### src/rtl/hazard_ctrl.sv
// D-stage hazard/forwarding controller: E/M/W shadow tracking, bypass selects, stall and mult/div busy.
// Latency: selects and stall are combinational from shadows; shadows and busy counter update each clk edge.
// Backpressure: stall_D freezes PC/F-D and bubbles E; HAZARD_STATS_EN adds a stall-cycle counter.
module hazard_ctrl #(
  parameter int MULT_CYCLES = 5,
  parameter int DIV_CYCLES  = 10
) (
  input  logic        clk,
  input  logic        reset,
  input  logic [4:0]  Rs_D,
  input  logic [4:0]  Rt_D,
  input  logic [1:0]  tuse_rs_D,
  input  logic [1:0]  tuse_rt_D,
  input  logic [4:0]  wr_reg_D,
  input  logic [1:0]  tnew_D,
  input  logic [1:0]  kind_D,
  input  logic        md_op_D,
  input  logic        md_start_E,
  input  logic        md_div_E,
  input  logic        flush,
  output logic [2:0]  RS_Dforward,
  output logic [2:0]  RT_Dforward,
  output logic        stall_D,
  output logic        md_busy,
  output logic [31:0] stall_count
);

  typedef enum logic [1:0] {
    KIND_ALU  = 2'd0,
    KIND_MEM  = 2'd1,
    KIND_PC8  = 2'd2,
    KIND_LOHI = 2'd3
  } kind_e;

  typedef struct packed {
    logic [4:0] dst;
    logic [1:0] tnew;
    kind_e      kind;
  } shadow_t;

  typedef struct packed {
    logic       stall;
    logic [2:0] sel;
  } src_res_t;

  localparam shadow_t BUBBLE  = '0;
  localparam int      MD_MAX  = (DIV_CYCLES > MULT_CYCLES) ? DIV_CYCLES : MULT_CYCLES;
  localparam int      MD_W    = $clog2(MD_MAX + 1);

  localparam logic [2:0] SEL_NONE  = 3'd0;
  localparam logic [2:0] SEL_M_ALU = 3'd1;
  localparam logic [2:0] SEL_E_PC8 = 3'd2;
  localparam logic [2:0] SEL_M_PC8 = 3'd3;
  localparam logic [2:0] SEL_M_HL  = 3'd4;

  shadow_t           e_q, m_q, w_q;
  shadow_t           d_entry;
  logic [MD_W-1:0]   md_cnt_q;
  logic              md_busy_int;
  logic              md_stall;
  logic              data_stall;
  logic              stall_int;
  src_res_t          rs_res, rt_res;

  // Ages an entry one stage down the pipe; tnew saturates at zero.
  function automatic shadow_t age(input shadow_t s);
    shadow_t r;
    r = s;
    if (s.tnew != 2'd0) begin
      r.tnew = s.tnew - 2'd1;
    end
    return r;
  endfunction

  // First match wins (E, then M); a W match needs no bypass since the GRF writes through.
  function automatic src_res_t resolve(input logic [4:0] src, input logic [1:0] tuse,
                                       input shadow_t e, input shadow_t m);
    src_res_t r;
    r = '0;
    if (tuse != 2'd3 && src != 5'd0) begin
      if (src == e.dst) begin
        r.sel   = (e.kind == KIND_PC8) ? SEL_E_PC8 : SEL_NONE;
        r.stall = (e.tnew > tuse);
      end else if (src == m.dst) begin
        case (m.kind)
          KIND_ALU:  r.sel = SEL_M_ALU;
          KIND_PC8:  r.sel = SEL_M_PC8;
          KIND_LOHI: r.sel = SEL_M_HL;
          default:   r.sel = SEL_NONE;
        endcase
        r.stall = (m.tnew > tuse);
      end
    end
    return r;
  endfunction

  assign d_entry = '{dst: wr_reg_D, tnew: tnew_D, kind: kind_e'(kind_D)};

  always_ff @(posedge clk or negedge reset) begin
    if (!reset) begin
      e_q <= BUBBLE;
      m_q <= BUBBLE;
      w_q <= BUBBLE;
    end else begin
      e_q <= (flush || stall_int) ? BUBBLE : d_entry;
      m_q <= age(e_q);
      w_q <= age(m_q);
    end
  end

  // A started unit always runs to completion; flush leaves the counter alone.
  always_ff @(posedge clk or negedge reset) begin
    if (!reset) begin
      md_cnt_q <= '0;
    end else if (md_start_E) begin
      md_cnt_q <= md_div_E ? MD_W'(DIV_CYCLES) : MD_W'(MULT_CYCLES);
    end else if (md_cnt_q != '0) begin
      md_cnt_q <= md_cnt_q - MD_W'(1);
    end
  end

  always_comb begin
    rs_res      = resolve(Rs_D, tuse_rs_D, e_q, m_q);
    rt_res      = resolve(Rt_D, tuse_rt_D, e_q, m_q);
    md_busy_int = (md_cnt_q != '0);
    md_stall    = md_op_D && (md_busy_int || md_start_E);
    data_stall  = rs_res.stall || rt_res.stall;
    stall_int   = data_stall || md_stall;
  end

  // Outputs are forced low while reset is held, independent of the D-stage inputs.
  assign RS_Dforward = reset ? rs_res.sel : 3'd0;
  assign RT_Dforward = reset ? rt_res.sel : 3'd0;
  assign stall_D     = reset & stall_int;
  assign md_busy     = reset & md_busy_int;

  logic unused_w;
  assign unused_w = ^w_q;

`ifdef HAZARD_STATS_EN
  logic [31:0] stall_cnt_q;

  always_ff @(posedge clk or negedge reset) begin
    if (!reset) begin
      stall_cnt_q <= 32'd0;
    end else if (stall_D) begin
      stall_cnt_q <= stall_cnt_q + 32'd1;
    end
  end

  assign stall_count = stall_cnt_q;
`else
  assign stall_count = 32'd0;
`endif

endmodule

### config.mk
export PLATFORM = sky130hd
export DESIGN_NAME = hazard_ctrl
export DESIGN_NICKNAME = d
export VERILOG_FILES = /design/src/rtl/hazard_ctrl.sv
export SDC_FILE = /design/constraint.sdc
export NUM_CORES = 1
export LEC_CHECK = 0
export ABC_AREA = 1
export CAP_MARGIN = 20
export CORE_ASPECT_RATIO = 0.5
export CORE_MARGIN = 1
export CORE_UTILIZATION = 48
export CTS_BUF_LIST = sky130_fd_sc_hd__clkbuf_8
export DETAILED_ROUTE_END_ITERATION = 10
export PLACE_DENSITY = 0.87
export SYNTH_ARGS = -nofsm -noshare
export SYNTH_HDL_FRONTEND = slang
export SYNTH_SLANG_ARGS = --single-unit
export TNS_END_PERCENT = 5
### constraint.sdc
create_clock -name clk -period 3.4 [get_ports clk]
set_input_delay 0.34 -clock clk [delete_from_list [all_inputs] [get_ports clk]]
set_output_delay 0.34 -clock clk [all_outputs]
set_load 0.03 [all_outputs]
======== Word level (Yosys, flattened, before mapping) ========
Index checks and enable logic that the tools add are counted.
cells by class
  add/sub/neg operators ................... 2
  magnitude comparators ................... 4
  eq/ne operators ......................... 9
  multiplexer cells ....................... 15
  bitwise gates (word level) .............. 2
  reduce and logical (&&, ||, !) cells .... 13
operators by type and width
  operator             number
  $mux 4               9
  $eq 5x5->1           4
  $reduce_bool 5->1    2
  $mux 9               1
  $pmux 3 s3           1
  $gt 2x2->1           4
  $eq 2x2->1 const B   3
  $mux 3               2
  $logic_or 1x1->1     4
  $mux 2               2
  $ne 2x2->1 const B   2
  $reduce_bool 2->1    2
  $reduce_bool 4->1    1
  $sub 4x1->4 const B  1
  $logic_and 1x1->1    3
  $and 1x1->1          2
  $logic_not 2->1      1
  $sub 2x1->2 const B  1
word-level totals
  flip-flop bits (word level) ............. 22
  input port bits ......................... 29
  logic and storage cells ................. 52

======== Logic depth before layout (Yosys ltp) ========
  word-level depth ........................ 9
  depth in mapped cells ................... 11
  depth with buffers taken out ............ 11

======== Worst setup path after synthesis ========
Ideal clock, no wire load.
  kind .................................... reg2out
  from .................................... register m_q[7] in the netlist's numbering
  to ...................................... output RS_Dforward[0]
  arrival ................................. 1,615 ps
  required time ........................... 3,060 ps
  path slack .............................. 1,445 ps
  cell stages (with the launch flop) ...... 7
  buffers on the path ..................... 0
  path through ............................ dfrtp_1 -> xor2_1 -> nor2_1 -> nand3_1 -> a31oi_1 -> nand2_1 -> nor3_1
between the ends
  longest elaborated chain between the ends .. 5
RTL lines
  element                 line  text
  start, declared         56    shadow_t e_q, m_q, w_q;
  start signal, assigned  106   m_q <= age(e_q);
  $eq 5x5->1              84    end else if (src == m.dst) begin
  $mux 4                  84
  $mux 4                  81    if (src == e.dst) begin
  $mux 4                  80    if (tuse != 2'd3 && src != 5'd0) begin
  $mux 3                  132   assign RS_Dforward = reset ? rs_res.sel : 3'd0;
  end, declared           21    output logic [2:0] RS_Dforward,
Every way passes these cells.

======== Final worst setup path ========
  from .................................... input tuse_rt_D[1]
  to ...................................... output stall_D
between the ends
  longest elaborated chain between the ends .. 7
  elaborated cells between the ends (all ways) .. 10
  those cells by class .................... order compare (2); eq/ne (1); mux (3); bitwise (1); reduce/logical (3)
RTL lines
  element               line  text
  start, declared       13    input logic [1:0] tuse_rt_D,
  $gt 2x2->1            91    r.stall = (m.tnew > tuse);
  $mux 4                84
  $mux 4                81
  $mux 4 (*)            80
  $logic_or 1x1->1 (*)  127   data_stall = rs_res.stall || rt_res.stall;
  $logic_or 1x1->1 (*)  128   stall_int = data_stall || md_stall;
  $and 1x1->1 (*)       134   assign stall_D = reset & stall_int;
  end, declared         23    output logic stall_D,
Every way passes the cells marked *; elsewhere a longest branch is shown, timed or not.

==> out/qor.txt <==
post_cts resized = 0
final net count = 326
crit path capture type = output pin
final hold viol count = 0
number of synthesis warnings = 0
Seq/Total Area, Yosys = 0.319
Starting Density = 0.538
Root Driver = clkbuf_8
class of the most critical hold timing path = in -> async
row count = 14
share of cells above drive strength 1 = 0.0455
largest net degree at the start of global routing = 14
initial antenna violation count = 0
busiest grt layer = met2
post-CTS setup buffer count = 0
RSZ-0062 raised after global routing = false
placed cell area = 2040 um2
most instantiated cells after synthesis = inv_1, nand2_1, nor2_1, buf_4, dfrtp_1
most common cell in the synthesized netlist = inv_1
wire per inst = 10.5 um
Max Clk Rate = 0.344 GHz
slowest stage delay, CP = 0.66 ns
Ant. Diodes = 0
Pwr Total = 782 uW
GRT met1 Usage = 0.255
Clock Skew = 0.00263 ns
CTS tree = built
# hold bufs at CTS = 0
EDFF count, synth = 0
Setup violations, final = 0
number of global-route vias before repair = 1414
All-Layer GR Usage = 0.209
first-pass GRT wire length = 6.00 mm
VDD IR max = 199 uV
Cell Area, Synth = 1720 um2
Max-Cap Viols = 0
Pins Over Slew Limit = 0
final worst slack = 0.496 ns
total die area = 3850 um2
DIE HEIGHT = 44.4 um
Synth area leader = dfrtp_1
Yosys reg bits = 22
Critical Path Source Type = primary input
RePlAce Congestion = 0.904
Cell Pwr Density = 371 nW/um2
Setup TNS Final = 0 ns
Max clock buf depth = 2
Worst Path Arrival = 2.56 ns
total wire length = 3.50 mm
chip width = 86.8 um
Synth area leaders = dfrtp_1, buf_4, inv_1
drt first pass iters = 4
Mapped Cells = 245
Post-Syn Area per Cell = 7.04 um2
IO Pins = 69
fin crit period = 2.90 ns
htree depth = 1
drt initial violations = 109
Vias = 1472
CTS clock-pin slew for the worst setup and hold paths = 0.08 ns
leakage power total = 1.14 nW
fin crit share = 0.854
Core ar. = 3210 um2
ys flop type = dfrtp_1
Area Growth Syn to Fin = 22.2%
DP HPWL = 2.93 mm
Yosys cell types = 21
clk sinks = 22
crit path cell chain = clkdlybuf4s50_1 -> inv_1 -> ha_1 -> inv_1 -> nor2_1 -> o21ai_0 -> o21ai_0 -> nand2_1 -> nand3_1 -> nand2_1 -> inv_1 -> clkdlybuf4s50_1
Crit Path Category = in -> out
met2 Use GR = 0.370
status = completed
post-synth top area share = 0.319
CP max stage cell = clkdlybuf4s50_1
DRT antenna net count = 0
crit-path most repeated cell = inv_1
Clk Latency, worst-skew pair = 0.27 ns
total gr overflow = 0
met3 global-route usage = 0.0522
total CTS buffers = 3
dpl ws = 0.520 ns
number of port buffers = 36
Vias/cell = 4.41
ys async rst share = 1.00
Crit path required time = 3.06 ns
fin area = 2110 um2
crit path max fanout = 3
DRC = 0
-- layout by cell type (no fill, tap or decap), drive strengths merged, types with 5 or more instances in the layout --
| cell | count |
|---|---|
| a21oi | 6 |
| clkdlybuf4s50 | 36 |
| conb | 32 |
| dfrtp | 22 |
| ha | 10 |
| inv | 51 |
| nand2 | 47 |
| nand3 | 10 |
| nor2 | 36 |
| o21ai | 12 |
| xnor2 | 5 |
| xor2 | 5 |
-- through the flow --
step,std cells,util,hold slack (ns)
detailed placement,330,0.635,0.391
CTS,334,0.657,0.389
floorplan,276,-,0.0444
finish,334,0.657,0.379
global route,334,0.657,0.387
global placement,330,0.635,0.366
-- cell families (layout without fill, tap and decap cells) --
| group | count (synthesis) | after routing | synth area share |
|---|---|---|---|
| compound gates | 21 | 21 | 0.0646 |
| xor+xnor | 10 | 10 | 0.0508 |
| fa+ha+maj | 10 | 10 | 0.0726 |
| buf+inv | 83 | 93 | 0.250 |
| flops | 22 | 22 | 0.319 |
| other cells | 1 | 32 | 0.00217 |
| simple gates | 98 | 98 | 0.240 |
-- path summary, 6_finish.rpt --
kind / start / to / slack, ns / depth (start not counted)
max in group asynchronous: reset / m_q[5] / 2.51 / 2
worst min-delay path: reset / e_q[0] / 0.38 / 1
worst max register to register: m_q[3] / e_q[8] / 1.70 / 8
worst min register to register: e_q[0] / m_q[0] / 0.40 / 0
worst max-delay path: tuse_rt_D[1] / stall_D / 0.50 / 12
min in group clk: e_q[0] / m_q[0] / 0.40 / 0
-- layout make-up --
type | count | area, um2
Fill cell | 272 | 1100
Multi-Input combinational cell | 171 | 858
Sequential cell | 22 | 551
Timing Repair Buffer | 38 | 375
Inverter | 51 | 191
Tap cell | 48 | 60.1
Clock buffer | 3 | 41.3
Clock inverter | 1 | 30.0
-- metal layers --
metal / share of wire / wire length, um
met1: 0.44 / 1550
met2: 0.47 / 1630
met3: 0.064 / 223
met4: 0.025 / 89
met5: 0 / 0
-- registers in the layout, indices dropped and copies added, names as in the netlist --
signal	cells
md_cnt_q	4
m_q	9
e_q	9
-- power breakdown --
group / leakage, nW / switching, mW / internal, mW
Sequential: 0.291 / 0.0182 / 0.285
Clock: 0.0357 / 0.0890 / 0.157
Combinational: 0.815 / 0.147 / 0.0857
-- worst max-delay path: cells and delay by family --
| kind | cells | cell delay [ns] |
|---|---|---|
| AND/OR/NAND/NOR | 4 | 0.34 |
| AO/OA/AOI/OAI | 2 | 0.30 |
| buffers and inverters | 5 | 1.28 |
| adder cells (fa/ha/maj) | 1 | 0.31 |
Power figures use the tool's default switching activity.
